--- src/rtl/wb_merge_if.sv ---
// wb_merge_if: pipe, long-latency and register-file write signals of the writeback merge stage
interface wb_merge_if #(
  parameter int DEPTH = 4,
  parameter int GRLEN = 32
);
  localparam int CW = $clog2(DEPTH) + 1;
  logic p0_valid;
  logic [4:0] p0_rd;
  logic [GRLEN-1:0] p0_data;
  logic p1_valid;
  logic [4:0] p1_rd;
  logic [GRLEN-1:0] p1_data;
  logic lu_valid;
  logic [4:0] lu_rd;
  logic [GRLEN-1:0] lu_data;
  logic lu_ready;
  logic wen1;
  logic [4:0] waddr1;
  logic [GRLEN-1:0] wdata1;
  logic wen2;
  logic [4:0] waddr2;
  logic [GRLEN-1:0] wdata2;
  logic [31:0] lu_pend_mask;
  logic [CW-1:0] lu_count;
  modport master (
    output p0_valid, p0_rd, p0_data, p1_valid, p1_rd, p1_data, lu_valid, lu_rd, lu_data,
    input lu_ready, wen1, waddr1, wdata1, wen2, waddr2, wdata2, lu_pend_mask, lu_count
  );
  modport slave (
    input p0_valid, p0_rd, p0_data, p1_valid, p1_rd, p1_data, lu_valid, lu_rd, lu_data,
    output lu_ready, wen1, waddr1, wdata1, wen2, waddr2, wdata2, lu_pend_mask, lu_count
  );
endinterface

--- src/rtl/wb_merge.sv ---
// wb_merge: pipe results pass straight to the write ports; long-latency results queue and fill idle ports
module wb_merge #(
  parameter int DEPTH = 4,
  parameter int GRLEN = 32
) (
  input logic clk,
  input logic rst,
  wb_merge_if.slave bus
);
  localparam int AW = $clog2(DEPTH);
  localparam int CW = AW + 1;
  logic [4:0] rd_q [DEPTH];
  logic [GRLEN-1:0] data_q [DEPTH];
  logic [AW-1:0] head, tail, head1, head_n;
  logic [CW-1:0] count, count_n, pops;
  logic [31:0] mask, mask_n;
  logic p0_ok, p1_ok, has0, has1, pop_a, pop_b, push;
  always_comb begin
    p0_ok = bus.p0_valid && bus.p0_rd != 5'd0;
    p1_ok = bus.p1_valid && bus.p1_rd != 5'd0;
    has0 = count != '0;
    has1 = count > CW'(1);
    head1 = head + AW'(1);
    pop_a = has0 && !(p0_ok && p1_ok);
    pop_b = has1 && !p0_ok && !p1_ok;
    pops = CW'(pop_a) + CW'(pop_b);
    push = bus.lu_valid && bus.lu_ready && bus.lu_rd != 5'd0;
    count_n = count + CW'(push) - pops;
    head_n = head + pops[AW-1:0];
    mask_n = '0;
    for (int i = 0; i < DEPTH; i++)
      mask_n |= CW'(i) < count_n ? 32'(1) << (push && head_n + AW'(i) == tail ? bus.lu_rd : rd_q[head_n + AW'(i)]) : '0;
  end
  assign bus.lu_ready = count < CW'(DEPTH);
  assign bus.lu_count = count;
  assign bus.lu_pend_mask = mask;
  assign bus.wen1 = p0_ok || has0;
  assign bus.waddr1 = p0_ok ? bus.p0_rd : rd_q[head];
  assign bus.wdata1 = p0_ok ? bus.p0_data : data_q[head];
  assign bus.wen2 = p1_ok || (p0_ok ? has0 : has1);
  assign bus.waddr2 = p1_ok ? bus.p1_rd : p0_ok ? rd_q[head] : rd_q[head1];
  assign bus.wdata2 = p1_ok ? bus.p1_data : p0_ok ? data_q[head] : data_q[head1];
  always_ff @(posedge clk) begin
    if (rst) begin
      head <= '0;
      tail <= '0;
      count <= '0;
      mask <= '0;
    end else begin
      if (push) begin
        rd_q[tail] <= bus.lu_rd;
        data_q[tail] <= bus.lu_data;
        tail <= tail + AW'(1);
      end
      head <= head_n;
      count <= count_n;
      mask <= mask_n;
    end
  end
endmodule
--- src/flat_wrapper.sv ---
// flat-port wrapper written by rule: the top's interface ports become plain ports
module wb_merge_flat 
#(
  parameter int DEPTH = 4,
  parameter int GRLEN = 32
)
  (clk, rst, bus_p0_valid, bus_p0_rd, bus_p0_data, bus_p1_valid, bus_p1_rd, bus_p1_data, bus_lu_valid, bus_lu_rd, bus_lu_data, bus_lu_ready, bus_wen1, bus_waddr1, bus_wdata1, bus_wen2, bus_waddr2, bus_wdata2, bus_lu_pend_mask, bus_lu_count);
  wb_merge_if #(.DEPTH(DEPTH), .GRLEN(GRLEN)) bus_i ();
  input logic clk;
  input logic rst;
  input wire logic [$bits(bus_i.p0_valid)-1:0] bus_p0_valid;
  input wire logic [$bits(bus_i.p0_rd)-1:0] bus_p0_rd;
  input wire logic [$bits(bus_i.p0_data)-1:0] bus_p0_data;
  input wire logic [$bits(bus_i.p1_valid)-1:0] bus_p1_valid;
  input wire logic [$bits(bus_i.p1_rd)-1:0] bus_p1_rd;
  input wire logic [$bits(bus_i.p1_data)-1:0] bus_p1_data;
  input wire logic [$bits(bus_i.lu_valid)-1:0] bus_lu_valid;
  input wire logic [$bits(bus_i.lu_rd)-1:0] bus_lu_rd;
  input wire logic [$bits(bus_i.lu_data)-1:0] bus_lu_data;
  output wire logic [$bits(bus_i.lu_ready)-1:0] bus_lu_ready;
  output wire logic [$bits(bus_i.wen1)-1:0] bus_wen1;
  output wire logic [$bits(bus_i.waddr1)-1:0] bus_waddr1;
  output wire logic [$bits(bus_i.wdata1)-1:0] bus_wdata1;
  output wire logic [$bits(bus_i.wen2)-1:0] bus_wen2;
  output wire logic [$bits(bus_i.waddr2)-1:0] bus_waddr2;
  output wire logic [$bits(bus_i.wdata2)-1:0] bus_wdata2;
  output wire logic [$bits(bus_i.lu_pend_mask)-1:0] bus_lu_pend_mask;
  output wire logic [$bits(bus_i.lu_count)-1:0] bus_lu_count;
  assign bus_i.p0_valid = bus_p0_valid;
  assign bus_i.p0_rd = bus_p0_rd;
  assign bus_i.p0_data = bus_p0_data;
  assign bus_i.p1_valid = bus_p1_valid;
  assign bus_i.p1_rd = bus_p1_rd;
  assign bus_i.p1_data = bus_p1_data;
  assign bus_i.lu_valid = bus_lu_valid;
  assign bus_i.lu_rd = bus_lu_rd;
  assign bus_i.lu_data = bus_lu_data;
  assign bus_lu_ready = bus_i.lu_ready;
  assign bus_wen1 = bus_i.wen1;
  assign bus_waddr1 = bus_i.waddr1;
  assign bus_wdata1 = bus_i.wdata1;
  assign bus_wen2 = bus_i.wen2;
  assign bus_waddr2 = bus_i.waddr2;
  assign bus_wdata2 = bus_i.wdata2;
  assign bus_lu_pend_mask = bus_i.lu_pend_mask;
  assign bus_lu_count = bus_i.lu_count;
  wb_merge #(.DEPTH(DEPTH), .GRLEN(GRLEN)) u_core (.clk(clk), .rst(rst), .bus(bus_i));
endmodule
--- config.mk ---
export PLATFORM = sky130hd
export DESIGN_NAME = wb_merge_flat
export DESIGN_NICKNAME = d
export VERILOG_FILES = /design/src/rtl/wb_merge_if.sv /design/src/rtl/wb_merge.sv /design/src/flat_wrapper.sv
export SDC_FILE = /design/constraint.sdc
export NUM_CORES = 1
export LEC_CHECK = 0
export CAP_MARGIN = 40
export CORE_UTILIZATION = 50
export CTS_CLUSTER_DIAMETER = 30
export DETAILED_ROUTE_END_ITERATION = 6
export PLACE_DENSITY = 0.78
export SKIP_CTS_REPAIR_TIMING = 1
export SLEW_MARGIN = 25
export SYNTH_ARGS = -nofsm -noshare
export SYNTH_HDL_FRONTEND = slang
export SYNTH_SLANG_ARGS = --single-unit
--- constraint.sdc ---
create_clock -name clk -period 5.3 [get_ports clk]
set_clock_uncertainty 0.15 [all_clocks]
set_input_delay 0.795 -clock clk [delete_from_list [all_inputs] [get_ports clk]]
set_output_delay 0.795 -clock clk [all_outputs]
set_load 0.01 [all_outputs]
==> flow_metrics.env, run 1 <==
export IMPL_outcome="complete, no violations"
export IMPL_synthArstFlopShare=0
export IMPL_syn_nets=1028
export IMPL_first_pass_iters=6
export IMPL_fillCellCount=1508
export IMPL_grt_setup_unrepaired="no"
export IMPL_synth_area_leaders="edfxtp_1 (40%), mux4_2 (17%), dfxtp_1 (7.1%)"
export IMPL_htree_levels=4
export IMPL_slew_limit_headroom=0.518
export IMPL_pin_count=228
export IMPL_die_x_um=151
export IMPL_drc=0
export IMPL_final_antenna_net_count=0
export IMPL_antenna_cells=0
export IMPL_grt_pass1_wl_um=49300
export IMPL_setup_worst_path_start_class="primary input"
export IMPL_clk_pin_slew_ns=0.07
export IMPL_switching_share=0.437
export IMPL_timing_hold_ws_ns=0.458
export IMPL_cts_sinks=187
export IMPL_grtUsageTotal=0.293
export IMPL_core_mm2=0.0214
export IMPL_totalWireLength_um=31800
export IMPL_drv_cap=0
export IMPL_reg2reg_from="u_core.bus.lu_count[1]"
export IMPL_drive_above_1_share=0.196
export IMPL_hold_path_class="reg -> reg"
export IMPL_multi_input_area_mm2=0.00555
export IMPL_p_int_mw=4.96
export IMPL_syn_to_final_growth_pct=33.8
export IMPL_synth_compound_area_frac=0.124
export IMPL_ys_ff_latch=187
export IMPL_ys_seq_area_frac=0.473
export IMPL_p_leak_nw=5.23
export IMPL_dpl_hpwl_um=22800
export IMPL_ys_flop_type="edfxtp_1"
export IMPL_required_ns=5.47
export IMPL_vias_per_cell=6.25
export IMPL_grt_pass1_vias=9027
export IMPL_worstHoldEndpoint="u_core.tail[1]"
export IMPL_grt_max_degree=77
export IMPL_drtIter0Drc=987
export IMPL_gp_congestion=0.976
export IMPL_yosys_top_cells_count="nand2_1 (179), edfxtp_1 (148), mux4_2 (81)"
export IMPL_finalHoldViolations=0
export IMPL_synth_edf_count=148
export IMPL_synthSimpleGateAreaFrac=0.118
export IMPL_worstPathMaxFanout=8
export IMPL_end_kind="flop"
export IMPL_vias=9141
export IMPL_dp_slack_ns=-0.116
export IMPL_synth_area_mux_share=0.235
export IMPL_yosysWarnings=0
export IMPL_finalCritPeriodShare=0.944
export IMPL_clockBufferDepth=2
export IMPL_initial_utilization=0.517
export IMPL_dieHeight_um=151
export IMPL_power_density_mw_per_mm2=596
export IMPL_synth_most_common_cell="nand2_1"
export IMPL_ir_drop_v=0.000343
export IMPL_syn_avg_cell_area_um2=12.2
export IMPL_cts_tree="yes"
export IMPL_num_rows=53
export IMPL_crit_arrival_ns=5.17
export IMPL_reg2reg_slack_ns=1.14
export IMPL_synth_cell_types=71
export IMPL_reg2regPathDepth=16
export IMPL_period_needed_ns=5.00
export IMPL_post_synth_xor_area_fraction=0.0119
export IMPL_tightest_slew_ns=0.716
export IMPL_hold_path_depth=2
export IMPL_io_buffers=227
export IMPL_holdCritStartpoint="u_core.tail[1]"
export IMPL_dieArea_mm2=0.0227
export IMPL_clkPwrFrac=0.150
export IMPL_power_frac_comb=0.636
export IMPL_yosys_area_top_type="edfxtp_1"
export IMPL_synthAdderAreaFrac=0.0120
export IMPL_p_switching_mw=3.85
export IMPL_fmax_ghz=0.200
export IMPL_slew_violations=0
export IMPL_p_seq_frac=0.214
export IMPL_setup_viol_count_final=0
export IMPL_crit_type="in -> reg"
export IMPL_postLayoutSetupSlackWorst_ns=0.297
export IMPL_seq_area_mm2=0.00523
export IMPL_post_drt_wl_per_cell_um=21.7
export IMPL_syn_area_mm2=0.0110
export IMPL_postSynthCellCount=902
export IMPL_clock_latency_ns=0.45
export IMPL_grt_overflow_total=0
export IMPL_r2r_end="u_core.bus.lu_pend_mask[21]"
export IMPL_p_total_mw=8.81
export IMPL_synth_top_area_frac=0.403
export IMPL_numCtsBuffers=17
export IMPL_antenna_found_initial=0
export IMPL_nets=1300
export IMPL_synth_top_family_by_area="multiplexers"
export IMPL_root_buffer="clkbuf_16"
-- cell usage in the layout (no fill, tap or decap), types with 4 or more instances in the layout --
master / Yosys / layout
o32ai_1: 5 / 5
xnor2_1: 5 / 5
buf_4: 2 / 72
clkbuf_16: 0 / 17
mux4_2: 81 / 81
a222oi_1: 10 / 10
ha_1: 9 / 9
o21ai_0: 42 / 42
or4_1: 4 / 4
nor2_1: 28 / 28
clkinv_8: 0 / 5
nor3_1: 9 / 9
a21oi_1: 40 / 40
or2_2: 6 / 6
nand2_1: 179 / 179
mux2i_1: 55 / 55
o22ai_1: 13 / 13
and2_2: 0 / 4
nor2b_1: 12 / 12
nand2b_1: 15 / 15
a32oi_1: 13 / 13
a22oi_1: 32 / 32
clkdlybuf4s50_1: 0 / 227
inv_12: 0 / 4
nand3_1: 9 / 9
edfxtp_1: 148 / 148
mux4_1: 6 / 6
inv_1: 13 / 13
buf_12: 0 / 6
dfxtp_1: 39 / 37
-- per-stage QoR --
step	area, µm²	cells	util	TNS (ns)
6_report	14800	1462	0.692	0
5_1_grt	14800	1462	0.692	0
4_1_cts	14800	1462	0.692	0
3_5_place_dp	14100	1430	0.662	-1.05
3_3_place_gp	14100	1426	0.658	0
2_1_floorplan	11000	902	-	0
-- cell type report --
| type | instances | area share |
|---|---|---|
| timing repair buffer | 306 | 0.200 |
| tap | 275 | 0.0233 |
| clock buffer | 17 | 0.0288 |
| inverter | 13 | 0.00330 |
| clock inverter | 15 | 0.0139 |
| sequential | 187 | 0.354 |
| multi-input combinational | 649 | 0.376 |
-- worst max-delay path: stages --
cell	delay [ns]
clkdlybuf4s50_1	0.41
or4_1	0.60
o21a_1	0.30
nor3_1	0.25
ha_1	0.31
ha_1	0.28
inv_1	0.04
ha_1	0.19
fa_1	0.44
xnor2_1	0.15
xnor2_1	0.15
or2_2	0.30
buf_4	0.15
nand3_1	0.10
o21ai_2	0.06
buf_4	0.17
a222oi_1	0.37
a21oi_1	0.12
-- power groups by stage --
stage | Sequential, mW | Combinational [mW] | Clock, mW
after floorplan | 1.81 | 3.47 | 0
after global placement | 1.91 | 5.36 | 0
after detailed placement | 1.92 | 5.43 | 0
after CTS | 1.89 | 5.48 | 1.33
after global routing | 1.91 | 5.96 | 1.38
final | 1.88 | 5.60 | 1.32
-- logic make-up after synthesis --
| kind of cell | count (synthesis) |
|---|---|
| compound gates | 195 |
| xor+xnor | 9 |
| fa+ha+maj | 10 |
| buf+inv | 66 |
| flops | 187 |
| mux | 147 |
| simple gates | 288 |
-- state kept, by name, indices dropped and copies added, names as in the netlist --
name                     count
u_core.tail                  2
u_core.bus.lu_pend_mask     32
u_core.data_q              128
u_core.head                  2
u_core.rd_q                 20
u_core.bus.lu_count          3
-- worst max path at each step --
stage / from / endpoint / slack (ns) / depth (start not counted)
2_1_floorplan: bus_p1_rd[1] / u_core.bus.lu_pend_mask[24] / 0.29 / 17
3_3_place_gp: bus_p0_rd[2] / u_core.bus.lu_pend_mask[27] / 0.04 / 17
3_5_place_dp: bus_p0_rd[2] / u_core.bus.lu_pend_mask[21] / -0.12 / 18
4_1_cts: bus_p0_rd[2] / u_core.bus.lu_pend_mask[21] / 0.34 / 18
5_1_grt: bus_p0_rd[2] / u_core.bus.lu_pend_mask[4] / 0.09 / 14
6_report: bus_p0_rd[2] / u_core.bus.lu_pend_mask[21] / 0.30 / 18
-- routing by layer --
layer  wire length (µm)  vias to the layer above  GRT usage
met5                  0                        -          0
met4                797                        0     0.0980
met3               2920                       65     0.0691
met2              15400                      539      0.473
met1              12600                     4430      0.388
li1                   -                     4107          -
Power figures use the tool's default switching activity.
==> inputs of run 2 (changes only) <==
GPL_TIMING_DRIVEN = 0   (was default)
SKIP_LAST_GASP = 1   (was default)
==> run 2 against run 1 <==
Die area unchanged. Wire length increased by 11%. Final cell count decreased by 0.55%. Flip-flop and latch count stayed put. Critical endpoint is now u_core.bus.lu_pend_mask[25]. Clock power rose by 5%. Global-route usage grew 2.8 points.
==> flow_metrics.env, run 2 (synthesis results as in run 1) <==
export IMPL_outcome="complete, no violations"
export IMPL_power_density_mw_per_mm2=601
export IMPL_drive_above_1_share=0.170
export IMPL_required_ns=5.47
export IMPL_end_kind="flop"
export IMPL_p_int_mw=4.80
export IMPL_antenna_found_initial=0
export IMPL_syn_to_final_growth_pct=33.3
export IMPL_drtIter0Drc=1032
export IMPL_reg2reg_slack_ns=0.88
export IMPL_vias=9393
export IMPL_final_common_cell="clkdlybuf4s50_1"
export IMPL_reg2reg_from="u_core.bus.lu_count[1]"
export IMPL_clk_pin_slew_ns=0.08
export IMPL_first_pass_iters=6
export IMPL_grt_max_degree=25
export IMPL_htree_levels=4
export IMPL_cp_num_buf_inv=4
export IMPL_regMostFlops="u_core.data_q"
export IMPL_dpl_hpwl_um=25600
export IMPL_p_total_mw=8.84
export IMPL_largest_register_ffs=128
export IMPL_dieArea_mm2=0.0227
export IMPL_finalCritPeriodShare=0.994
export IMPL_cpLargestDelayFamily="compound AO/OA/AOI/OAI gates"
export IMPL_hold_path_class="reg -> reg"
export IMPL_slowest_delay_ns=0.58
export IMPL_slew_violations=0
export IMPL_final_cells=1454
export IMPL_num_rows=53
export IMPL_cts_tree="yes"
export IMPL_antenna_cells=0
export IMPL_clkPwrFrac=0.157
export IMPL_drc=0
export IMPL_setup_worst_path_start_class="primary input"
export IMPL_final_cell_mix="clkdlybuf4s50_1 (226), nand2_1 (179), edfxtp_1 (148)"
export IMPL_nets=1292
export IMPL_crit_chain="clkdlybuf4s50_1 -> or4_4 -> o21a_4 -> buf_4 -> nor3_1 -> ha_1 -> ha_1 -> inv_1 -> ha_1 -> fa_1 -> xnor2_2 -> xnor2_2 -> buf_4 -> or2_4 -> o22ai_4 -> a21oi_2 -> a222oi_1 -> a21oi_1"
export IMPL_dieHeight_um=151
export IMPL_grt_pass1_wl_um=53000
export IMPL_r2r_end="u_core.bus.lu_pend_mask[25]"
export IMPL_grt_setup_unrepaired="yes"
export IMPL_crit_path_frequent_cell="ha_1"
export IMPL_pin_count=228
export IMPL_dp_cells=1413
export IMPL_postLayoutSetupSlackWorst_ns=0.0295
export IMPL_drv_cap=0
export IMPL_setup_viol_count_final=0
export IMPL_gp_congestion=0.969
export IMPL_power_frac_comb=0.642
export IMPL_post_drt_wl_per_cell_um=24.2
export IMPL_final_antenna_net_count=0
export IMPL_cts_sinks=187
export IMPL_setup_worst_path_start="bus_p0_rd[2]"
export IMPL_period_needed_ns=5.27
export IMPL_clock_latency_ns=0.45
export IMPL_timing_hold_ws_ns=0.457
export IMPL_finalHoldViolations=0
export IMPL_p_switching_mw=4.04
export IMPL_totalWireLength_um=35200
export IMPL_p_leak_nw=5.09
export IMPL_hold_path_depth=2
export IMPL_ir_drop_v=0.000409
export IMPL_crit_path_top_delay_cell="or4_4"
export IMPL_vias_per_cell=6.46
export IMPL_slew_limit_headroom=0.441
export IMPL_crit_arrival_ns=5.44
export IMPL_grt_overflow_total=0
export IMPL_critPathCapture="u_core.bus.lu_pend_mask[25]"
export IMPL_root_buffer="clkbuf_16"
export IMPL_core_mm2=0.0214
export IMPL_fmax_ghz=0.190
export IMPL_switching_share=0.457
export IMPL_grtUsageTotal=0.320
export IMPL_numCtsBuffers=17
export IMPL_reg2regPathDepth=15
export IMPL_grt_pass1_vias=9233
export IMPL_worstPathMaxFanout=8
export IMPL_tightest_slew_ns=0.839
export IMPL_io_buffers=226
export IMPL_crit_type="in -> reg"
export IMPL_critical_path_depth=18
export IMPL_p_seq_frac=0.201
export IMPL_die_x_um=151
export IMPL_clockBufferDepth=2
export IMPL_dp_slack_ns=-1.25
export IMPL_initial_utilization=0.517
-- run 2: changes by cell type in the layout (fill, tap and decap cells not counted), moves of 4 or more --
cell | previous run | this run
a21oi_1 | 40 | 36
a21oi_2 | 3 | 7
buf_6 | 0 | 9
clkbuf_1 | 0 | 31
buf_4 | 72 | 10
buf_1 | 0 | 7
buf_2 | 0 | 4
-- run 2: metrics by stage --
stage               area [µm²]   util  TNS, ns
floorplan                11000      -        0
global placement         13600  0.639   -39.48
detailed placement       13800  0.647   -41.13
CTS                      14500  0.677   -28.56
global route             14700  0.689   -0.373
finish                   14700  0.689        0
-- run 2: cell type report --
class	count	area (µm²)
fillers	1550	6650
multi-input cells	649	5690
flip-flops and latches	187	5230
repair buffers	248	2530
clock buffers	17	425
well taps	275	344
plain buffers	50	225
clock inverters	15	221
inverters	13	48.8
-- run 2: worst min-delay path by stage --
stage | endpoint | start
2_1_floorplan | u_core.tail[1] | u_core.tail[1]
3_3_place_gp | u_core.tail[1] | u_core.tail[1]
3_5_place_dp | u_core.tail[1] | u_core.tail[1]
4_1_cts | u_core.tail[1] | u_core.tail[1]
5_1_grt | u_core.tail[1] | u_core.tail[1]
6_report | u_core.tail[1] | u_core.tail[1]
-- run 2: worst min-delay path: cells and delay by family (launching register included) --
kind	cells	cell delay (ns)
AOI/OAI and AO/OA	1	0.06
and+or+nand+nor	1	0.10
DFF	1	0.40
-- run 2: per-layer routing --
metal | vias to the layer above | part of all wire | global-route usage
li1 | 4100 | - | -
met1 | 4591 | 0.39 | 0.422
met2 | 623 | 0.49 | 0.525
met3 | 79 | 0.099 | 0.0633
met4 | 0 | 0.029 | 0.121
met5 | - | 0 | 0
-- run 2: power by group through the flow --
stage	clock (mW)	sequential, mW	combinational (mW)
finish	1.38	1.78	5.68
global route	1.44	1.79	6.00
CTS	1.38	1.77	5.16
detailed placement	0	1.81	5.12
global placement	0	1.80	5.02
floorplan	0	1.81	3.47
==> inputs of run 3 (changes only) <==
CTS_CLUSTER_DIAMETER = 40   (was 30)
PLACE_DENSITY = default   (was 0.78)
PLACE_DENSITY_LB_ADDON = 0.1   (was default)
==> run 3 against run 2 <==
Hold slack got worse by 0.010 ns. Non-clock buffer count fell by 8. Design area decreased by 0.71%. Utilization is 0.49 points lower. Critical endpoint is now u_core.bus.lu_pend_mask[11]. First-iteration DRC count shrank 21%. Wire length shrank 8.7%. Maximum frequency up 2.2%. Via count down 4.2%. Critical path depth down 3. Die area is the same. Sequential power about the same. Total power fell by 1.6%. Largest power group unchanged.
==> flow_metrics.env, run 3 (synthesis results as in run 1) <==
export IMPL_period_needed_ns=5.16
export IMPL_worstPathMaxFanout=12
export IMPL_initial_utilization=0.517
export IMPL_grtUsageTotal=0.295
export IMPL_final_util=0.684
export IMPL_nets=1284
export IMPL_hold_path_class="reg -> reg"
export IMPL_crit_arrival_ns=5.37
export IMPL_die_x_um=151
export IMPL_core_mm2=0.0214
export IMPL_fillCellCount=1625
export IMPL_regMostFlops="u_core.data_q"
export IMPL_place_area_mm2=0.0137
export IMPL_grt_overflow_total=0
export IMPL_grt_setup_unrepaired="yes"
export IMPL_tns_ns=0
export IMPL_setup_viol_count_final=0
export IMPL_slew_violations=0
export IMPL_stdcell_area_mm2=0.0146
export IMPL_grt_pass1_wl_um=49700
export IMPL_slew_limit_headroom=0.481
export IMPL_met3_usage=0.0627
export IMPL_largest_register_ffs=128
export IMPL_reg2reg_from="u_core.bus.lu_count[2]"
export IMPL_dieArea_mm2=0.0227
export IMPL_fmax_ghz=0.194
export IMPL_required_ns=5.52
export IMPL_r2r_end="u_core.bus.lu_pend_mask[11]"
export IMPL_timing_hold_ws_ns=0.447
export IMPL_drc=0
export IMPL_pin_count=228
export IMPL_clock_latency_ns=0.45
export IMPL_cts_tree="yes"
export IMPL_setup_worst_path_start_class="primary input"
export IMPL_use_met1=0.394
export IMPL_dieHeight_um=151
export IMPL_power_density_mw_per_mm2=596
export IMPL_p_leak_nw=5.03
export IMPL_end_kind="flop"
export IMPL_first_pass_iters=7
export IMPL_htree_levels=4
export IMPL_cts_sinks=187
export IMPL_reg2reg_slack_ns=1.24
export IMPL_crit_type="in -> reg"
export IMPL_grt_pass1_vias=8881
export IMPL_clk_pin_slew_ns=0.07
export IMPL_p_total_mw=8.70
export IMPL_antenna_cells=0
export IMPL_vias_per_cell=6.23
export IMPL_numCtsBuffers=17
export IMPL_busiest_layer="met2"
export IMPL_num_rows=53
export IMPL_hold_path_depth=2
export IMPL_finalHoldViolations=0
export IMPL_antenna_found_initial=1
export IMPL_drv_cap=0
export IMPL_setup_worst_path_start="bus_lu_rd[0]"
export IMPL_drtIter0Drc=812
export IMPL_final_common_cell="clkdlybuf4s50_1"
export IMPL_vias=9002
export IMPL_outcome="complete, no violations"
export IMPL_drive_above_1_share=0.167
export IMPL_ir_drop_v=0.000392
export IMPL_use_met2=0.489
export IMPL_post_drt_wl_per_cell_um=22.2
export IMPL_gp_congestion=0.962
export IMPL_clockBufferDepth=2
export IMPL_totalWireLength_um=32200
export IMPL_syn_to_final_growth_pct=32.3
export IMPL_finalCritPeriodShare=0.973
export IMPL_dpl_hpwl_um=23300
export IMPL_root_buffer="clkbuf_16"
export IMPL_final_antenna_net_count=0
export IMPL_io_buffers=226
export IMPL_reg2regPathDepth=15
export IMPL_critPathCapture="u_core.bus.lu_pend_mask[11]"
export IMPL_grt_max_degree=38
export IMPL_tightest_slew_ns=0.779
export IMPL_final_cell_mix="clkdlybuf4s50_1 (226), nand2_1 (179), edfxtp_1 (148)"
==> run 3: cell types whose count changed in the layout (fill, tap and decap cells not counted), moves of 2 or more <==
cell | previous run | this run
and2_4 | 0 | 4
inv_8 | 3 | 5
o22ai_1 | 12 | 10
clkinv_8 | 5 | 3
o32ai_1 | 5 | 3
buf_4 | 10 | 7
o22ai_2 | 1 | 3
buf_12 | 4 | 1
o32ai_2 | 2 | 4
and2_2 | 4 | 0
==> run 3: final cells by class <==
type	instances	area, µm²	area share
multi-input combinational	649	5730	0.392
tap	275	344	0.0236
timing repair buffer	239	2400	0.165
inverter	13	48.8	0.00334
clock inverter	15	194	0.0133
clock buffer	17	425	0.0291
buffer	51	233	0.0159
sequential	187	5230	0.358
==> run 3: how the worst min path moves through the flow <==
| stage | from | to | slack [ns] |
|---|---|---|---|
| 2_1_floorplan | u_core.tail[1] | u_core.tail[1] | 0.40 |
| 3_3_place_gp | u_core.tail[1] | u_core.tail[1] | 0.43 |
| 6_report | u_core.tail[1] | u_core.tail[1] | 0.45 |
| 3_5_place_dp | u_core.tail[1] | u_core.tail[1] | 0.43 |
| 5_1_grt | u_core.tail[1] | u_core.tail[1] | 0.50 |
| 4_1_cts | u_core.tail[1] | u_core.tail[1] | 0.44 |
==> run 3: per-layer routing <==
layer  vias up  part of all wire
li1       4065                 -
met1      4411              0.41
met2       479              0.49
met3        47             0.083
met4         0             0.018
met5         -                 0
==> run 3: through the flow <==
step                      std cells  worst slack (ns)
after global routing           1446           -0.0189
after global placement         1403             -1.28
after CTS                      1441            -0.874
final                          1446             0.143
after floorplan                 902             0.293
after detailed placement       1409             -1.28
==> run 3: critical path: stages <==
cell	delay, ns
clkdlybuf4s50_1	0.71
or4_1	0.74
o21ai_4	0.33
inv_1	0.11
buf_2	0.22
ha_1	0.24
fa_1	0.46
xnor2_2	0.21
xnor2_2	0.14
buf_4	0.18
nor2_1	0.07
a211o_1	0.44
a211oi_2	0.37
a32oi_1	0.19
a21oi_1	0.16
==> run 3: power by group <==
group / switching (mW) / leakage, nW / internal [mW]
Combinational: 3.24 / 3.07 / 2.35
Clock: 0.641 / 0.299 / 0.686
Sequential: 0.0667 / 1.66 / 1.71
